--- src/rtl/avst_adapter_pkg.sv ---
// avst_adapter_pkg
//   Shared definitions for the Avalon-ST format adapters (input and output side).
//   - adapter_state_t : two-state word-holding FSM encoding (EMPTY / SEND)
//   - calc_nsym()     : number of narrow symbols carried by one wide word
//   - width_ok()      : true when the wide width is an exact multiple of the symbol width
package avst_adapter_pkg;

  typedef enum logic {
    EMPTY = 1'b0,
    SEND  = 1'b1
  } adapter_state_t;

  function automatic int calc_nsym(input int in_width, input int symbol_width);
    return in_width / symbol_width;
  endfunction

  function automatic bit width_ok(input int in_width, input int symbol_width);
    return (symbol_width > 0) && (in_width >= symbol_width) &&
           ((in_width % symbol_width) == 0);
  endfunction

endpackage

--- src/rtl/avst_format_adapter_out_if.sv ---
// avst_format_adapter_out_if
//   Bundles both stream ports of the transmit-side format adapter.
//   Parameters: IN_WIDTH (wide word width), SYMBOL_WIDTH (narrow symbol width).
//   Signals: in_ready/in_valid/in_data/in_startofpacket/in_endofpacket (wide side),
//            out_ready/out_valid/out_data/out_startofpacket/out_endofpacket (narrow side).
//   Modports: slave  - the adapter itself (consumes wide words, produces symbols)
//             master - the surrounding environment (source upstream, sink downstream)
interface avst_format_adapter_out_if #(
  parameter int IN_WIDTH     = 24,
  parameter int SYMBOL_WIDTH = 8
);

  logic                    in_ready;
  logic                    in_valid;
  logic [IN_WIDTH-1:0]     in_data;
  logic                    in_startofpacket;
  logic                    in_endofpacket;
  logic                    out_ready;
  logic                    out_valid;
  logic [SYMBOL_WIDTH-1:0] out_data;
  logic                    out_startofpacket;
  logic                    out_endofpacket;

  modport slave (
    output in_ready,
    input  in_valid, in_data, in_startofpacket, in_endofpacket,
    input  out_ready,
    output out_valid, out_data, out_startofpacket, out_endofpacket
  );

  modport master (
    input  in_ready,
    output in_valid, in_data, in_startofpacket, in_endofpacket,
    output out_ready,
    input  out_valid, out_data, out_startofpacket, out_endofpacket
  );

endinterface

--- src/rtl/avst_pkt_checker.sv ---
// avst_pkt_checker
//   Tracks packet framing on any Avalon-ST port and raises a sticky error flag.
//   Ports: clk, reset (synchronous, active-high)
//          accept    - one word transferred this cycle (valid & ready)
//          sop, eop  - framing bits of that word
//          pkt_error - sticky until reset: sop inside a packet, or a non-sop word outside one
module avst_pkt_checker (
  input  logic clk,
  input  logic reset,
  input  logic accept,
  input  logic sop,
  input  logic eop,
  output logic pkt_error
);

  logic in_packet_q, in_packet_d;
  logic pkt_error_q, pkt_error_d;

  // Any accepted word without eop leaves us inside a packet, including an
  // offending headless word, so the tracker resynchronises on the next eop.
  always_comb begin
    in_packet_d = in_packet_q;
    pkt_error_d = pkt_error_q;
    if (accept) begin
      in_packet_d = !eop;
      if ((sop && in_packet_q) || (!sop && !in_packet_q)) begin
        pkt_error_d = 1'b1;
      end
    end
  end

  always_ff @(posedge clk) begin
    if (reset) begin
      in_packet_q <= 1'b0;
      pkt_error_q <= 1'b0;
    end else begin
      in_packet_q <= in_packet_d;
      pkt_error_q <= pkt_error_d;
    end
  end

  assign pkt_error = pkt_error_q;

endmodule

--- src/rtl/avst_format_adapter_out.sv ---
// avst_format_adapter_out
//   Transmit-side Avalon-ST format adapter: takes wide framed words and emits
//   them as NSYM = IN_WIDTH/SYMBOL_WIDTH narrow symbols, one per transfer.
//   Ports: clk, reset (synchronous, active-high)
//          bus       - avst_format_adapter_out_if.slave (wide in_* side, narrow out_* side)
//          pkt_error - only when AVST_OUT_PKT_CHECK_EN is defined; sticky framing error
//   Parameters: IN_WIDTH, SYMBOL_WIDTH, MSB_FIRST (1: most significant symbol goes out first)
//   Optional feature macro: AVST_OUT_PKT_CHECK_EN
module avst_format_adapter_out
  import avst_adapter_pkg::*;
#(
  parameter int IN_WIDTH     = 24,
  parameter int SYMBOL_WIDTH = 8,
  parameter int MSB_FIRST    = 1
) (
  input  logic clk,
  input  logic reset,
  avst_format_adapter_out_if.slave bus
`ifdef AVST_OUT_PKT_CHECK_EN
  ,
  output logic pkt_error
`endif
);

  localparam int NSYM  = calc_nsym(IN_WIDTH, SYMBOL_WIDTH);
  localparam int IDX_W = (NSYM > 1) ? $clog2(NSYM) : 1;
  localparam logic [IDX_W-1:0] LAST_IDX = IDX_W'(NSYM - 1);

  if (!width_ok(IN_WIDTH, SYMBOL_WIDTH)) begin : g_width_check
    $error("IN_WIDTH must be a non-zero multiple of SYMBOL_WIDTH");
  end

  adapter_state_t          state_q, state_d;
  logic [IDX_W-1:0]        sym_idx_q, sym_idx_d;
  logic [IN_WIDTH-1:0]     word_q, word_d;
  logic                    sop_q, sop_d;
  logic                    eop_q, eop_d;
  logic                    last_sym;
  logic                    in_ready;
  logic                    accept;
  logic [SYMBOL_WIDTH-1:0] sym_data;

  // A new word can be taken while the last symbol of the current one leaves,
  // so a continuous stream has no idle cycle between words.
  always_comb begin
    last_sym = (sym_idx_q == LAST_IDX);
    in_ready = (state_q == EMPTY) || (bus.out_ready && last_sym);
    accept   = bus.in_valid && in_ready;
  end

  // Next-state logic. The accept branch comes last so that a reload on the
  // final symbol overrides the fall-back to EMPTY.
  always_comb begin
    state_d   = state_q;
    sym_idx_d = sym_idx_q;
    word_d    = word_q;
    sop_d     = sop_q;
    eop_d     = eop_q;
    if ((state_q == SEND) && bus.out_ready) begin
      if (!last_sym) begin
        sym_idx_d = sym_idx_q + IDX_W'(1);
      end else begin
        state_d   = EMPTY;
        sym_idx_d = '0;
      end
    end
    if (accept) begin
      state_d   = SEND;
      sym_idx_d = '0;
      word_d    = bus.in_data;
      sop_d     = bus.in_startofpacket;
      eop_d     = bus.in_endofpacket;
    end
  end

  always_ff @(posedge clk) begin
    if (reset) begin
      state_q   <= EMPTY;
      sym_idx_q <= '0;
      word_q    <= '0;
      sop_q     <= 1'b0;
      eop_q     <= 1'b0;
    end else begin
      state_q   <= state_d;
      sym_idx_q <= sym_idx_d;
      word_q    <= word_d;
      sop_q     <= sop_d;
      eop_q     <= eop_d;
    end
  end

  // Symbol mux: sym_idx counts transmission order, which maps to a word
  // slice from the top down (MSB first) or from the bottom up.
  always_comb begin
    sym_data = '0;
    for (int i = 0; i < NSYM; i++) begin
      if (sym_idx_q == IDX_W'(i)) begin
        sym_data = word_q[((MSB_FIRST != 0) ? (NSYM - 1 - i) : i) * SYMBOL_WIDTH +: SYMBOL_WIDTH];
      end
    end
  end

  always_comb begin
    bus.in_ready          = in_ready;
    bus.out_valid         = (state_q == SEND);
    bus.out_data          = sym_data;
    bus.out_startofpacket = sop_q && (sym_idx_q == '0);
    bus.out_endofpacket   = eop_q && last_sym;
  end

`ifdef AVST_OUT_PKT_CHECK_EN
  avst_pkt_checker u_pkt_checker (
    .clk       (clk),
    .reset     (reset),
    .accept    (accept),
    .sop       (bus.in_startofpacket),
    .eop       (bus.in_endofpacket),
    .pkt_error (pkt_error)
  );
`endif

endmodule

--- src/flat_wrapper.sv ---
// flat-port wrapper written by rule: the top's interface ports become plain ports
module avst_format_adapter_out_flat import avst_adapter_pkg::*;
#(
  parameter int IN_WIDTH     = 24,
  parameter int SYMBOL_WIDTH = 8,
  parameter int MSB_FIRST    = 1
)
  (clk, reset, bus_in_ready, bus_in_valid, bus_in_data, bus_in_startofpacket, bus_in_endofpacket, bus_out_ready, bus_out_valid, bus_out_data, bus_out_startofpacket, bus_out_endofpacket);
  avst_format_adapter_out_if #(.IN_WIDTH(IN_WIDTH), .SYMBOL_WIDTH(SYMBOL_WIDTH)) bus_i ();
  input  logic clk;
  input  logic reset;
  output wire logic [$bits(bus_i.in_ready)-1:0] bus_in_ready;
  input wire logic [$bits(bus_i.in_valid)-1:0] bus_in_valid;
  input wire logic [$bits(bus_i.in_data)-1:0] bus_in_data;
  input wire logic [$bits(bus_i.in_startofpacket)-1:0] bus_in_startofpacket;
  input wire logic [$bits(bus_i.in_endofpacket)-1:0] bus_in_endofpacket;
  input wire logic [$bits(bus_i.out_ready)-1:0] bus_out_ready;
  output wire logic [$bits(bus_i.out_valid)-1:0] bus_out_valid;
  output wire logic [$bits(bus_i.out_data)-1:0] bus_out_data;
  output wire logic [$bits(bus_i.out_startofpacket)-1:0] bus_out_startofpacket;
  output wire logic [$bits(bus_i.out_endofpacket)-1:0] bus_out_endofpacket;
  assign bus_in_ready = bus_i.in_ready;
  assign bus_i.in_valid = bus_in_valid;
  assign bus_i.in_data = bus_in_data;
  assign bus_i.in_startofpacket = bus_in_startofpacket;
  assign bus_i.in_endofpacket = bus_in_endofpacket;
  assign bus_i.out_ready = bus_out_ready;
  assign bus_out_valid = bus_i.out_valid;
  assign bus_out_data = bus_i.out_data;
  assign bus_out_startofpacket = bus_i.out_startofpacket;
  assign bus_out_endofpacket = bus_i.out_endofpacket;
  avst_format_adapter_out #(.IN_WIDTH(IN_WIDTH), .SYMBOL_WIDTH(SYMBOL_WIDTH), .MSB_FIRST(MSB_FIRST)) u_core (.clk(clk), .reset(reset), .bus(bus_i));
endmodule
--- config.mk ---
export PLATFORM = sky130hd
export DESIGN_NAME = avst_format_adapter_out_flat
export DESIGN_NICKNAME = d
export VERILOG_FILES = /design/src/rtl/avst_adapter_pkg.sv /design/src/rtl/avst_format_adapter_out_if.sv /design/src/rtl/avst_pkt_checker.sv /design/src/rtl/avst_format_adapter_out.sv /design/src/flat_wrapper.sv
export SDC_FILE = /design/constraint.sdc
export NUM_CORES = 1
export LEC_CHECK = 0
export BUFFER_PORTS_ARGS = -buffer_cell sky130_fd_sc_hd__buf_4
export CAP_MARGIN = 5
export CORE_UTILIZATION = 45
export CTS_CLUSTER_DIAMETER = 50
export DETAILED_ROUTE_END_ITERATION = 6
export PLACE_DENSITY = 0.79
export SYNTH_ARGS = -nofsm -noshare
export SYNTH_HDL_FRONTEND = slang
export SYNTH_SLANG_ARGS = --single-unit
--- constraint.sdc ---
create_clock -name clk -period 1.3 [get_ports clk]
set_input_delay 0.195 -clock clk [delete_from_list [all_inputs] [get_ports clk]]
set_output_delay 0.195 -clock clk [all_outputs]
set_load 0.005 [all_outputs]
# Word level (Yosys, flattened, before mapping)
# Cells that the tools add are included.
[word_totals] reg_bits=29 inputBits=30 out_inout_bits=12 wordCells=27
[op_classes] addsub=1 eq_ne=2 muxes=7 bitwise=1 reduce_logical=11
[ops] operator="$mux 8" count=3
[ops] operator="$logic_and 1x1->1" count=5
[ops] operator="$reduce_bool 2->1" count=2
[ops] operator="$mux 1" count=3
[ops] operator="$add 2x1->2 const B" count=1
[ops] operator="$eq 2x1->1 const B" count=1
[ops] operator="$eq 2x2->1 const B" count=1
[ops] operator="$logic_not 2->1" count=1
[ops] operator="$mux 2" count=1
[ops] operator="$reduce_and 2->1" count=1
[ops] operator="$reduce_or 2->1" count=1
[ops] operator="$logic_or 1x1->1" count=1
[ops] operator="$not 1->1" count=1

# Logic depth before layout (Yosys ltp)
[depth] depth_word=6 ltp_mapped=5 mapped_depth_nobuf=3

# Worst setup path before layout
# No wires, ideal clock.
[synth_path] path_type="register to register" start="register u_core.sym_idx_q[0]" end="register u_core.word_q[10]" setup_time_ns=0.072 arrival_ns=1.081 required_ns=1.228 path_slack_ns=0.148 stages_incl_launch_ff=6 path_buffers=2 synth_period_minus_slack_ns=1.152 path_cell_list="dfxtp_1 > nand3b_1 > a21oi_2 > buf_6 > buf_12 > mux2i_1"
[synth_via] elab_chain_cells=4
[synth_rtl] element="start, declared" line_no="avst_format_adapter_out.sv:34" source="logic [IDX_W-1:0] sym_idx_q, sym_idx_d;"
[synth_rtl] element="start signal, assigned" line_no="avst_format_adapter_out.sv:85" source="sym_idx_q <= sym_idx_d;"
[synth_rtl] element="$eq 2x2->1" line_no="avst_format_adapter_out.sv:46" source="last_sym = (sym_idx_q == LAST_IDX);"
[synth_rtl] element="$logic_and 1x1->1" line_no="avst_format_adapter_out.sv:47" source="in_ready = (state_q == EMPTY) || (bus.out_ready && last_sym);"
[synth_rtl] element="$logic_or 1x1->1" line_no="avst_format_adapter_out.sv:47"
[synth_rtl] element="$logic_and 1x1->1" line_no="avst_format_adapter_out.sv:48" source="accept = bus.in_valid && in_ready;"
[synth_rtl] element="end signal, assigned" line_no="avst_format_adapter_out.sv:86" source="word_q <= word_d;"
[synth_rtl] element="end, declared" line_no="avst_format_adapter_out.sv:35" source="logic [IN_WIDTH-1:0] word_q, word_d;"
# Every way passes these cells.
# A chain may end at the register's enable or synchronous reset.

# Worst setup path in the final report
[layout_path] start="register u_core.sym_idx_q[1]" end="output bus_out_startofpacket"
[layout_via] elab_chain_cells=2
[layout_rtl] element="$logic_not 2->1" line_no="avst_format_adapter_out.sv:107" source="bus.out_startofpacket = sop_q && (sym_idx_q == '0);"
[layout_rtl] element="$logic_and 1x1->1" line_no="avst_format_adapter_out.sv:107"
[layout_rtl] element="end, declared" line_no="flat_wrapper.sv:20" source="output wire logic [$bits(bus_i.out_startofpacket)-1:0] bus_out_startofpacket;"
# Every way passes these cells.

==> flow_summary.toml <==
[status]
status = "complete, but fails checks"
violations = "negative setup slack"

[power]
power.internal_uw = 1420
power_leakage_uw = 0.000852
ir_drop_mv = 0.540
seq_power_share_pct = 51.0
p_comb_share_pct = 22.3
power.share.switching_pct = 26.4
pwr_density_cell_nw_per_um2 = 949
power.total_uw = 1930
p_sw_uw = 511
clockPowerShare_pct = 26.6

[critical_path]
reg2reg_depth = 5
worst-r2r-setup-slack_ps = -40
worst-path-max-fanout = 9
r2r-start = "u_core.sym_idx_q[1]"
endpoint = "bus_out_startofpacket"
critPathCaptureType = "primary output"
crit_path_start_kind = "flop"
rr_endpoint = "u_core.word_q[4]"
crit_arrival_ps = 1310
crit_start = "u_core.sym_idx_q[1]"
worst-setup-path-type = "flop to primary output"
crit_required_ps = 1110

[synthesis]
synth-seq-cells = 29
ys_warn_count = 0
synth_area_leaders = "dfxtp_1 38%, mux2i_1 23%, nand2b_1 22%"
synth_area_leader_cell = "dfxtp_1"
synth_top_area_share_pct = 38.3
synth.distinct_cells = 18
syn_nets = 189
syn_inst = 159
ys_seq_area_share_pct = 38.3
syn_area_um2 = 1510
syn_avg_cell_area_um2 = 9.52

[timing]
rsz0062_at_grt = "yes"
setup_viol = 28
skew_ps = 6.61
whs_ps = 131
fin_crit_sh_pct = 116
final-hold-violation-count = 0
maxSlewViolCount = 0
min_period_ps = 1500
slew_headroom_pct = 75.7
tightestPinTransition_ps = 365
max_freq_ghz = 0.665
timing.final.ws_setup_ps = -204

[place]
gp_congestion = 0.795
io_buffers = 41
dpl.hpwl_um = 2340

[routing]
avgRoutedWirePerCell_um = 13.8
detailroute.via_count = 1269
finalWirelength_um = 3490
drtAntennaViolNets = 0
drt-pass1-iter-count = 4
vias_per_cell = 5.04
drc = 0
drtIter0Drc = 51

[floorplan]
initial_core_util_pct = 48.4
core_area_um2 = 3130
die_w_um = 60
rows = 20
io_pins = 42
die_area_um2 = 3600
die_h_um = 60

[global_route]
grt_max_degree = 56
grt_antenna_before_repair = 0
grt_util_all_layers_pct = 20.9
grt_pass1_vias = 1259
grt_pass1_wl_um = 5460
overflow = 0

[finish]
area_growth_pct = 34.6
nFillCells = 261
seq_area_um2 = 588
drive_gt1_share_pct = 32.2
layout_common_cells = "53 x nand2b_1, 47 x buf_4, 33 x mux2i_1"
nets = 237
multi_input_area_um2 = 867
final_common_cell = "nand2b_1"
diodes = 0
final_util_pct = 65.2

[cts]
cts_tree = "done"
clock-root-buffer = "clkbuf_4"
cts-htree-levels = 2
cts_buffers = 5
worstSkewPairLatency_ps = 320
clock-sinks = 29
max-clock-path-buffers = 2
path_clk_slew_ps = 90

[run]
max_cap_viol_count = 0

[min_path]
hp-class = "input pin to flop"
-- synth_stat cells --
| cell | n |
|---|---|
| nand2b_1 | 53 |
| mux2i_1 | 35 |
| dfxtp_1 | 29 |
| clkbuf_1 | 9 |
| nand2_1 | 9 |
| o22ai_1 | 8 |
| a21oi_1 | 2 |
| buf_12 | 2 |
| nand3b_1 | 2 |
| nor2_1 | 2 |
| a21oi_2 | 1 |
| a311oi_1 | 1 |
| a32oi_1 | 1 |
| and2_1 | 1 |
| and3b_1 | 1 |
| buf_2 | 1 |
| buf_6 | 1 |
| inv_1 | 1 |
-- worst max-delay path, stage by stage (launching register included) --
cell and delay, ps:
dfxtp_4 370, buf_8 140, buf_4 140, nor2_4 100, and2_4 140, buf_4 100
-- sequential cells by signal, summed over array words and instances, names as in the netlist --
signal,flops
u_core.bus.out_valid,1
u_core.eop_q,1
u_core.sop_q,1
u_core.sym_idx_q,2
u_core.word_q,24
-- timing repair --
item                                    4_1_cts  5_1_grt
hold buffers                                  0        0
endpoints found under the setup margin       11       37
cloned                                        0        1
pin swaps                                     3        1
buffers inserted                              5        2
gates resized for setup                       9        8
-- final cells by class --
| type | count | area share [%] |
|---|---|---|
| clock buffer | 8 | 2.39 |
| inverter | 1 | 0.184 |
| multi-input combinational | 116 | 42.5 |
| sequential | 29 | 28.9 |
| tap | 44 | 2.70 |
| timing repair buffer | 54 | 23.3 |
-- layer usage --
metal | routed length, um | track usage [%] | share of wire (%) | up-vias
met3 | 216 | 6.93 | 6.2 | 4
met1 | 1480 | 25.0 | 42 | 596
met4 | 40 | 6.64 | 1.1 | 0
met5 | 0 | 0 | 0 | -
met2 | 1760 | 35.2 | 50 | 40
li1 | - | - | - | 629
-- per-stage QoR --
step           area (um^2)  worst slack, ps  TNS (ps)  cells
3_3_place_gp          1860             86.2         0    236
3_5_place_dp          1860             36.8         0    236
2_1_floorplan         1510              148         0    159
5_1_grt               2040             -300     -4510    252
6_report              2040             -204     -1850    252
4_1_cts               1970             -188     -1660    249
-- how the worst min path moves through the flow --
stage / startpoint / cells past startpoint / to / slack, ps
floorplan: bus_in_startofpacket / 2 / u_core.sop_q / 350
global placement: u_core.word_q[12] / 2 / u_core.word_q[12] / 460
detailed placement: u_core.word_q[5] / 2 / u_core.word_q[5] / 470
CTS: bus_in_data[14] / 3 / u_core.word_q[14] / 120
global route: bus_in_data[12] / 3 / u_core.word_q[12] / 130
finish: bus_in_data[14] / 3 / u_core.word_q[14] / 130
-- logic make-up (layout without fill, tap and decap cells) --
family	after synthesis	count (layout)	synth area share, %
and+or+nand+nor	68	68	26.6
muxes	35	35	23.1
DFF	29	29	38.3
buffers and inverters	14	63	6.20
AOI/OAI and AO/OA	13	13	5.70
-- power groups by stage --
stage	sequential, uW	clock [uW]	combinational (uW)
detailed placement	1000	0	382
global placement	1000	0	371
floorplan	994	0	235
global route	994	577	468
finish	988	515	432
CTS	986	533	406
Power figures use the tool's default switching activity.
